<file path="src/rtl/comparatore_soglia.sv">
// Threshold detector fed by the up counter's numero: fires evento when the count equals the
// loaded threshold and keeps a saturating hit tally. Optional macro CMP_RIARMO_EN enables auto re-arm.
module comparatore_soglia #(
    parameter int N = 10,
    parameter int H = 4
) (
    input  logic         clock,
    input  logic         reset_,
    input  logic [N-1:0] numero,
    input  logic [N-1:0] soglia_in,
    input  logic         load_valid,
    output logic         load_ready,
    output logic         evento,
    input  logic         ack,
    input  logic         azzera,
    output logic [H-1:0] hit_count,
    output logic         sat,
    output logic [1:0]   stato_dbg
);

    // Load handshake: a threshold is taken on the edge where load_valid and load_ready are both 1.
    // load_ready is combinational and drops in the cycle a match is seen, so a match always wins.
    typedef enum logic [1:0] {
        IDLE  = 2'd0,
        ARMED = 2'd1,
        HIT   = 2'd2
`ifdef CMP_RIARMO_EN
        ,
        REARM = 2'd3
`endif
    } stato_t;

    localparam logic [H-1:0] HIT_MAX = '1;

    stato_t       stato_q, stato_d;
    logic [N-1:0] soglia_q, soglia_d;
    logic         evento_q, evento_d;
    logic [H-1:0] hit_count_q, hit_count_d;
    logic         sat_q, sat_d;

    logic match;
    logic handshake;

    always_comb begin
        match      = (stato_q == ARMED) && (numero == soglia_q);
        load_ready = ((stato_q == IDLE) || (stato_q == ARMED)) && !match;
        handshake  = load_valid && load_ready;
    end

    always_comb begin
        stato_d  = stato_q;
        soglia_d = soglia_q;
        case (stato_q)
            IDLE: begin
                if (handshake) begin
                    soglia_d = soglia_in;
                    stato_d  = ARMED;
                end
            end
            ARMED: begin
                if (match) begin
                    stato_d = HIT;
                end else if (handshake) begin
                    soglia_d = soglia_in;
                end
            end
            HIT: begin
                if (ack) begin
`ifdef CMP_RIARMO_EN
                    stato_d = REARM;
`else
                    stato_d = IDLE;
`endif
                end
            end
`ifdef CMP_RIARMO_EN
            // Hold off until the counter moves away, so a parked counter cannot re-fire.
            REARM: begin
                if (numero != soglia_q) begin
                    stato_d = ARMED;
                end
            end
`endif
            default: begin
                stato_d = IDLE;
            end
        endcase
    end

    always_comb begin
        hit_count_d = hit_count_q;
        if (azzera) begin
            hit_count_d = '0;
        end else if (match && (hit_count_q != HIT_MAX)) begin
            hit_count_d = hit_count_q + 1'b1;
        end
        sat_d    = (hit_count_d == HIT_MAX);
        evento_d = (stato_d == HIT);
    end

    always_ff @(posedge clock) begin
        if (reset_) begin
            stato_q     <= IDLE;
            soglia_q    <= '0;
            evento_q    <= 1'b0;
            hit_count_q <= '0;
            sat_q       <= 1'b0;
        end else begin
            stato_q     <= stato_d;
            soglia_q    <= soglia_d;
            evento_q    <= evento_d;
            hit_count_q <= hit_count_d;
            sat_q       <= sat_d;
        end
    end

    always_comb begin
        evento    = evento_q;
        hit_count = hit_count_q;
        sat       = sat_q;
        stato_dbg = stato_q;
    end

endmodule

</file>
<file path="config.mk">
export PLATFORM = sky130hd
export DESIGN_NAME = comparatore_soglia
export DESIGN_NICKNAME = d
export VERILOG_FILES = /design/src/rtl/comparatore_soglia.sv
export SDC_FILE = /design/constraint.sdc
export NUM_CORES = 1
export LEC_CHECK = 0
export ABC_CLOCK_PERIOD_IN_PS = 4000
export CAP_MARGIN = 5
export CORE_MARGIN = 8
export CORE_UTILIZATION = 36
export DETAILED_ROUTE_END_ITERATION = 16
export PLACE_DENSITY = 0.65
export SETUP_SLACK_MARGIN = 0.05
export SLEW_MARGIN = 20
export SYNTH_ARGS = -nofsm -noshare
export SYNTH_HDL_FRONTEND = slang
export SYNTH_SLANG_ARGS = --single-unit
</file>
<file path="constraint.sdc">
create_clock -name clock -period 4 [get_ports clock]
set_input_delay 0.6 -clock clock [delete_from_list [all_inputs] [get_ports clock]]
set_output_delay 0.6 -clock clock [all_outputs]
set_load 0.01 [all_outputs]
</file>
==> metrics.txt <==
# TYPE chip_impl_metric gauge
chip_impl_metric{name="die_area",unit="sq um"} 4600
chip_impl_info{name="layout_commonest_cell",value="clkdlybuf4s50_1"} 1
chip_impl_metric{name="timing.max_slew.rel_slack",unit=""} 0.593
chip_impl_metric{name="fp.dieH",unit="microns"} 67.8
chip_impl_metric{name="drt-vias-per-instance",unit=""} 5.01
chip_impl_metric{name="power.leakage",unit="uW"} 0.000513
chip_impl_metric{name="grt_antenna_before_repair",unit=""} 0
chip_impl_metric{name="post_dp_cell_area",unit="sq um"} 1320
chip_impl_metric{name="required",unit="ns"} 3.40
chip_impl_metric{name="holdBufCountCts",unit=""} 0
chip_impl_metric{name="num_rows",unit=""} 18
chip_impl_metric{name="final_min_period_over_clock_period",unit=""} 0.764
chip_impl_metric{name="placed_cells_incl_taps",unit=""} 159
chip_impl_metric{name="fraction_of_the_core_area_covered_by_cells_at_the_end_of_the_flow",unit=""} 0.539
chip_impl_metric{name="max_freq",unit="MHz"} 327
chip_impl_metric{name="drc",unit=""} 0
chip_impl_metric{name="worst_ep_arrival_time",unit="ns"} 2.46
chip_impl_info{name="cp-end-kind",value="primary output"} 1
chip_impl_metric{name="grt_first_pass_wirelength",unit="microns"} 3570
chip_impl_metric{name="finalMaxSlewViolations",unit=""} 0
chip_impl_metric{name="yosys_register_bits",unit=""} 18
chip_impl_metric{name="sw_frac_of_total",unit=""} 0.237
chip_impl_metric{name="clock-sinks",unit=""} 18
chip_impl_metric{name="via_count",unit=""} 817
chip_impl_metric{name="avgSynthCellArea",unit="sq um"} 9.86
chip_impl_metric{name="max-clock-path-buffers",unit=""} 2
chip_impl_metric{name="design_area",unit="sq um"} 1360
chip_impl_metric{name="synthCells",unit=""} 98
chip_impl_metric{name="cts_buffers",unit=""} 3
chip_impl_metric{name="ir_drop",unit="uV"} 177
chip_impl_metric{name="switchingPower",unit="uW"} 87.1
chip_impl_metric{name="routedWlPerCell",unit="microns"} 13.4
chip_impl_metric{name="portBuffers",unit=""} 33
chip_impl_info{name="worstSetupStartpointType",value="primary input"} 1
chip_impl_info{name="min_path_type",value="reg -> reg"} 1
chip_impl_info{name="critPathKind",value="in -> out"} 1
chip_impl_metric{name="cts.htree.levels",unit=""} 1
chip_impl_metric{name="synth_edf_count",unit=""} 0
chip_impl_metric{name="effective_utilization_at_floorplan",unit=""} 0.383
chip_impl_metric{name="clk_transition_reported_paths",unit="ns"} 0.11
chip_impl_metric{name="grt_resource_usage_total",unit=""} 0.0995
chip_impl_metric{name="top_level_i_o_count",unit=""} 34
chip_impl_metric{name="finalHoldViolCount",unit=""} 0
chip_impl_info{name="cts-root-buf",value="clkbuf_4"} 1
chip_impl_metric{name="largest_net_degree_at_the_start_of_global_routing",unit=""} 25
chip_impl_metric{name="antenna-diode-count",unit=""} 0
chip_impl_info{name="run_status",value="finished, final reports clean"} 1
chip_impl_metric{name="postSynthNetCount",unit=""} 124
chip_impl_metric{name="fin_setup_tns",unit="ns"} 0
chip_impl_metric{name="yosys.cell_types.count",unit=""} 30
chip_impl_metric{name="yosysSeqAreaShare",unit=""} 0.373
chip_impl_metric{name="drtAntennaViolNets",unit=""} 0
chip_impl_metric{name="synth_async_sr_flop_share",unit=""} 0
chip_impl_metric{name="cts.repair.resized",unit=""} 0
chip_impl_metric{name="fin_total_pwr",unit="uW"} 367
chip_impl_metric{name="report.final.setup_viol",unit=""} 0
chip_impl_metric{name="post_detailed_placement_half_perimeter_wirelength",unit="microns"} 1710
chip_impl_info{name="leading_register_cell_type_out_of_synthesis",value="dfxtp_1"} 1
chip_impl_metric{name="p_int",unit="uW"} 280
chip_impl_info{name="layout_common_cells",value="33 x clkdlybuf4s50_1, 21 x nand2b_1, 18 x dfxtp_1, 11 x mux2i_1, 10 x xor2_1"} 1
chip_impl_info{name="rsz0062_at_grt",value="no"} 1
chip_impl_metric{name="drt-initial-drc-count",unit=""} 43
chip_impl_metric{name="postRouteWirelength",unit="microns"} 2180
chip_impl_metric{name="combPwrFrac",unit=""} 0.163
chip_impl_metric{name="share_of_final_layout_standard_cells_stronger_than_drive_strength_1",unit=""} 0.0977
chip_impl_metric{name="finalWeightedCongestion",unit=""} 0.787
chip_impl_metric{name="cts_setup_buffers",unit=""} 0
chip_impl_metric{name="cap_violations",unit=""} 0
chip_impl_metric{name="share_seq_of_total_power",unit=""} 0.521
chip_impl_metric{name="min_period",unit="ns"} 3.06
chip_impl_metric{name="synthToLayoutAreaGrowth",unit="%"} 40.7
chip_impl_metric{name="max_slew.worst_pin.slew",unit="ns"} 0.609
chip_impl_metric{name="power_frac_clock",unit=""} 0.316
chip_impl_metric{name="power-per-cell-area",unit="nW/um^2"} 270
chip_impl_metric{name="fin_skew",unit="ns"} 0.00735
chip_impl_metric{name="synth-warning-count",unit=""} 0
chip_impl_metric{name="first_global_vias",unit=""} 839
chip_impl_metric{name="coreArea",unit="sq um"} 2520
chip_impl_metric{name="path_max_fanout",unit=""} 6
chip_impl_metric{name="synthesized_area",unit="sq um"} 966
chip_impl_metric{name="drt_pre_antenna_iters",unit=""} 4
chip_impl_info{name="cts_tree",value="yes"} 1
chip_impl_metric{name="grt.overflow.total",unit=""} 0
chip_impl_metric{name="final_net_count",unit=""} 160
chip_impl_metric{name="die_width",unit="microns"} 67.8
chip_impl_metric{name="layoutNonFillerInstCount",unit=""} 163
chip_impl_metric{name="clk-insertion-delay-late",unit="ns"} 0.30
==> state kept, by name (all words and copies together), names as in the netlist <==
signal     cells
sat            1
evento         1
stato_dbg      2
soglia_q      10
hit_count      4
==> cell families (layout without fill, tap and decap cells) <==
kind of cell	Yosys count	in the layout	synth area share
muxes	12	12	0.126
adders and majority gates	1	1	0.0130
and+or+nand+nor	44	44	0.311
xor gates and xnor gates	11	11	0.0997
buffers and inverters	3	38	0.0194
AOI/OAI and AO/OA	9	9	0.0583
DFF	18	18	0.373
==> cell type report <==
| type | count | area, sq um |
|---|---|---|
| fill | 256 | 1160 |
| sequential | 18 | 360 |
| timing repair buffer | 34 | 338 |
| multi-input combinational | 77 | 587 |
| clock buffer | 4 | 36.3 |
| tap | 30 | 37.5 |
==> synth_stat cells, types with 2 or more instances <==
library cell	count	area, sq um
nor4_2	2	25.0
nor2_1	4	15.0
nor4b_1	2	17.5
a211oi_1	2	15.0
nand2b_1	21	131
clkbuf_1	2	7.51
mux2i_1	11	110
dfxtp_1	18	360
xor2_1	10	87.6
a21oi_1	4	20.0
nand4_1	2	12.5
nor3_1	2	10.0
==> layer usage <==
metal | part of all wire | GRT usage | up-vias
met4 | 0.0055 | 0.0460 | 0
li1 | - | - | 417
met2 | 0.48 | 0.173 | 21
met5 | 0 | 0 | -
met1 | 0.46 | 0.111 | 377
met3 | 0.054 | 0.0265 | 2
==> path summary, 6_finish.rpt <==
path | startpoint | to | slack [ns] | cells after the start
setup / recovery | numero[9] | load_ready | 0.94 | 6
hold reg to reg | soglia_q[3]$_SDFFE_PP0P_ | soglia_q[3]$_SDFFE_PP0P_ | 0.49 | 2
hold / removal | soglia_q[3]$_SDFFE_PP0P_ | soglia_q[3]$_SDFFE_PP0P_ | 0.49 | 2
setup reg to reg | soglia_q[4]$_SDFFE_PP0P_ | sat$_SDFF_PP0_ | 2.17 | 5
==> worst max-delay path: stages <==
cell	delay (ns)
clkdlybuf4s50_1	0.41
xor2_1	0.15
nor4_2	0.41
and4_4	0.34
nor2_1	0.05
clkdlybuf4s50_1	0.49
==> power by group through the flow <==
stage               sequential (uW)  clock [uW]  combinational [uW]
floorplan                       195           0                30.0
detailed placement              195           0                60.3
CTS                             191         119                60.5
global route                    192         129                65.4
global placement                195           0                59.4
finish                          191         116                59.8
==> per-stage QoR <==
step / worst slack [ns] / hold WS (ns)
floorplan: 1.93 / 0.460
global placement: 0.960 / 0.470
detailed placement: 0.926 / 0.480
CTS: 0.921 / 0.497
global route: 0.803 / 0.506
finish: 0.944 / 0.492
Power figures use the tool's default switching activity.
==> RTL edit, RTL diff (config.mk and constraints unchanged) <==
Set the parameter `N` to 20 (it was 10).
--- a/src/rtl/comparatore_soglia.sv
+++ b/src/rtl/comparatore_soglia.sv
@@ -1,7 +1,7 @@
 // Threshold detector fed by the up counter's numero: fires evento when the count equals the
 // loaded threshold and keeps a saturating hit tally. Optional macro CMP_RIARMO_EN enables auto re-arm.
 module comparatore_soglia #(
-    parameter int N = 10,
+    parameter int N = 20,
     parameter int H = 4
 ) (
     input  logic         clock,
Interface: changed (resized numero and soglia_in); port bits go from 34 to 54. The function was not compared with the original's and may differ.
==> RTL edit against the unedited design <==
Setup slack improved by 12 ps. Clock power increased by 53%. Final area increased by 45%. Die area is 27% higher. Global-route usage rose by 1.0 points. Routed wire length grew 49%. Sequential cell count is 10 higher. Area after synthesis rose by 37%. Total power increased by 58%. First-iteration DRC count is 110% higher. Combinational power is 72% higher. Via count is 35% higher.
==> RTL edit: results <==
{
  "synth_nets": 179,
  "hp-class": "flip-flop to flip-flop",
  "cts_post_setup_buffers_inserted": 0,
  "largest_register_ffs": 20,
  "numCtsBuffers": 3,
  "wl_um": 3250,
  "yosys_warnings": 0,
  "hpwlAfterDp_um": 2630,
  "top_layer_used": "met4",
  "gp_congestion": 0.733,
  "max-vdd-ir-drop_mv": 0.144,
  "antenna_cells": 0,
  "wl_met1_um": 1300,
  "cts_resized": 0,
  "clkLatencyLatePin_ps": 280,
  "dpl_cell_area_sq_um": 1910,
  "vias_per_cell": 4.69,
  "cts_max_level": 1,
  "yosys.area_share.xor_xnor_pct": 13.9,
  "skew_ps": 6.82,
  "place_ws_ps": 897,
  "synth_adder_area_share_pct": 0.948,
  "grt_use_met3_pct": 4.01,
  "status": "finished clean",
  "clk_pin_slew_ps": 90,
  "gr-usage-met2_pct": 20.3,
  "cp_data_arrival_time_ps": 2440,
  "largest_register": "soglia_q",
  "top_usage_layer": "met2",
  "drtIter0Drc": 91,
  "netlist_top_cells_area": "dfxtp_1 42%, mux2i_1 17%, xor2_1 13%",
  "fin_nets": 234,
  "yosys-mux-area-fraction_pct": 17.4,
  "grt_pass1_vias": 1189,
  "syn_inst": 133,
  "cp_max_fo": 5,
  "portBuffers": 53,
  "ys_seq_area_share_pct": 42.5,
  "relSlewSlack_pct": 41.5,
  "netlist_top_cells_count": "28 x dfxtp_1, 27 x nor2_1, 23 x mux2i_1",
  "grt_use_total_pct": 11.0,
  "met1_usage_pct": 11.0,
  "met2_length_um": 1670,
  "yosysUniqueCellTypes": 26,
  "cts-root-buf": "clkbuf_8",
  "avgRoutedWirePerCell_um": 13.8,
  "grt_pass1_wl_um": 5330,
  "leakagePower_nw": 0.800,
  "layout-drive-gt1-share_pct": 8.02,
  "wl_met3_um": 253,
  "synth_compound_area_share_pct": 2.27
}
[RTL edit: cell types whose count changed after synthesis, sizes merged, moves of 3 or more]
cell / before / now
mux2i: 11 / 23
xor2: 10 / 20
nand2b: 21 / 0
nor2: 4 / 27
dfxtp: 18 / 28
nor4: 2 / 5
[RTL edit: critical path, delay by kind of cell]
kind	cells	cell delay, ps
xor gates and xnor gates	1	150
and+or+nand+nor	3	690
buffers and inverters	2	910
AOI/OAI and AO/OA	1	90
[RTL edit: final timing paths]
kind,start,endpoint,slack [ps],cells past startpoint
worst max-delay path,numero[15],load_ready,960,7
worst min-delay path,soglia_q[4]$_SDFFE_PP0P_,soglia_q[4]$_SDFFE_PP0P_,530,2
worst max register to register,soglia_q[7]$_SDFFE_PP0P_,soglia_q[8]$_SDFFE_PP0P_,1610,7
worst min register to register,soglia_q[4]$_SDFFE_PP0P_,soglia_q[4]$_SDFFE_PP0P_,530,2
[RTL edit: area by class of cell]
type,count,area (sq um)
clock buffers,4,55.1
inverters,1,3.75
multi-input cells,100,738
fillers,334,1640
flip-flops and latches,28,561
repair buffers,54,551
well taps,48,60.1
[RTL edit: report_power, final]
part	internal, mW	switching [mW]	leakage [nW]	total (mW)
clock	0.0882	0.0894	0.0288	0.178
combinational	0.0648	0.0380	0.541	0.103
sequential	0.291	0.00873	0.230	0.300
[RTL edit: logic make-up (layout without fill, tap and decap cells)]
family,after synthesis,count (layout)
buffers and inverters,5,59
AND/OR/NAND/NOR,50,50
XOR/XNOR,21,21
AO/OA/AOI/OAI,5,5
flip-flops,28,28
multiplexers,23,23
adder cells (fa/ha/maj),1,1
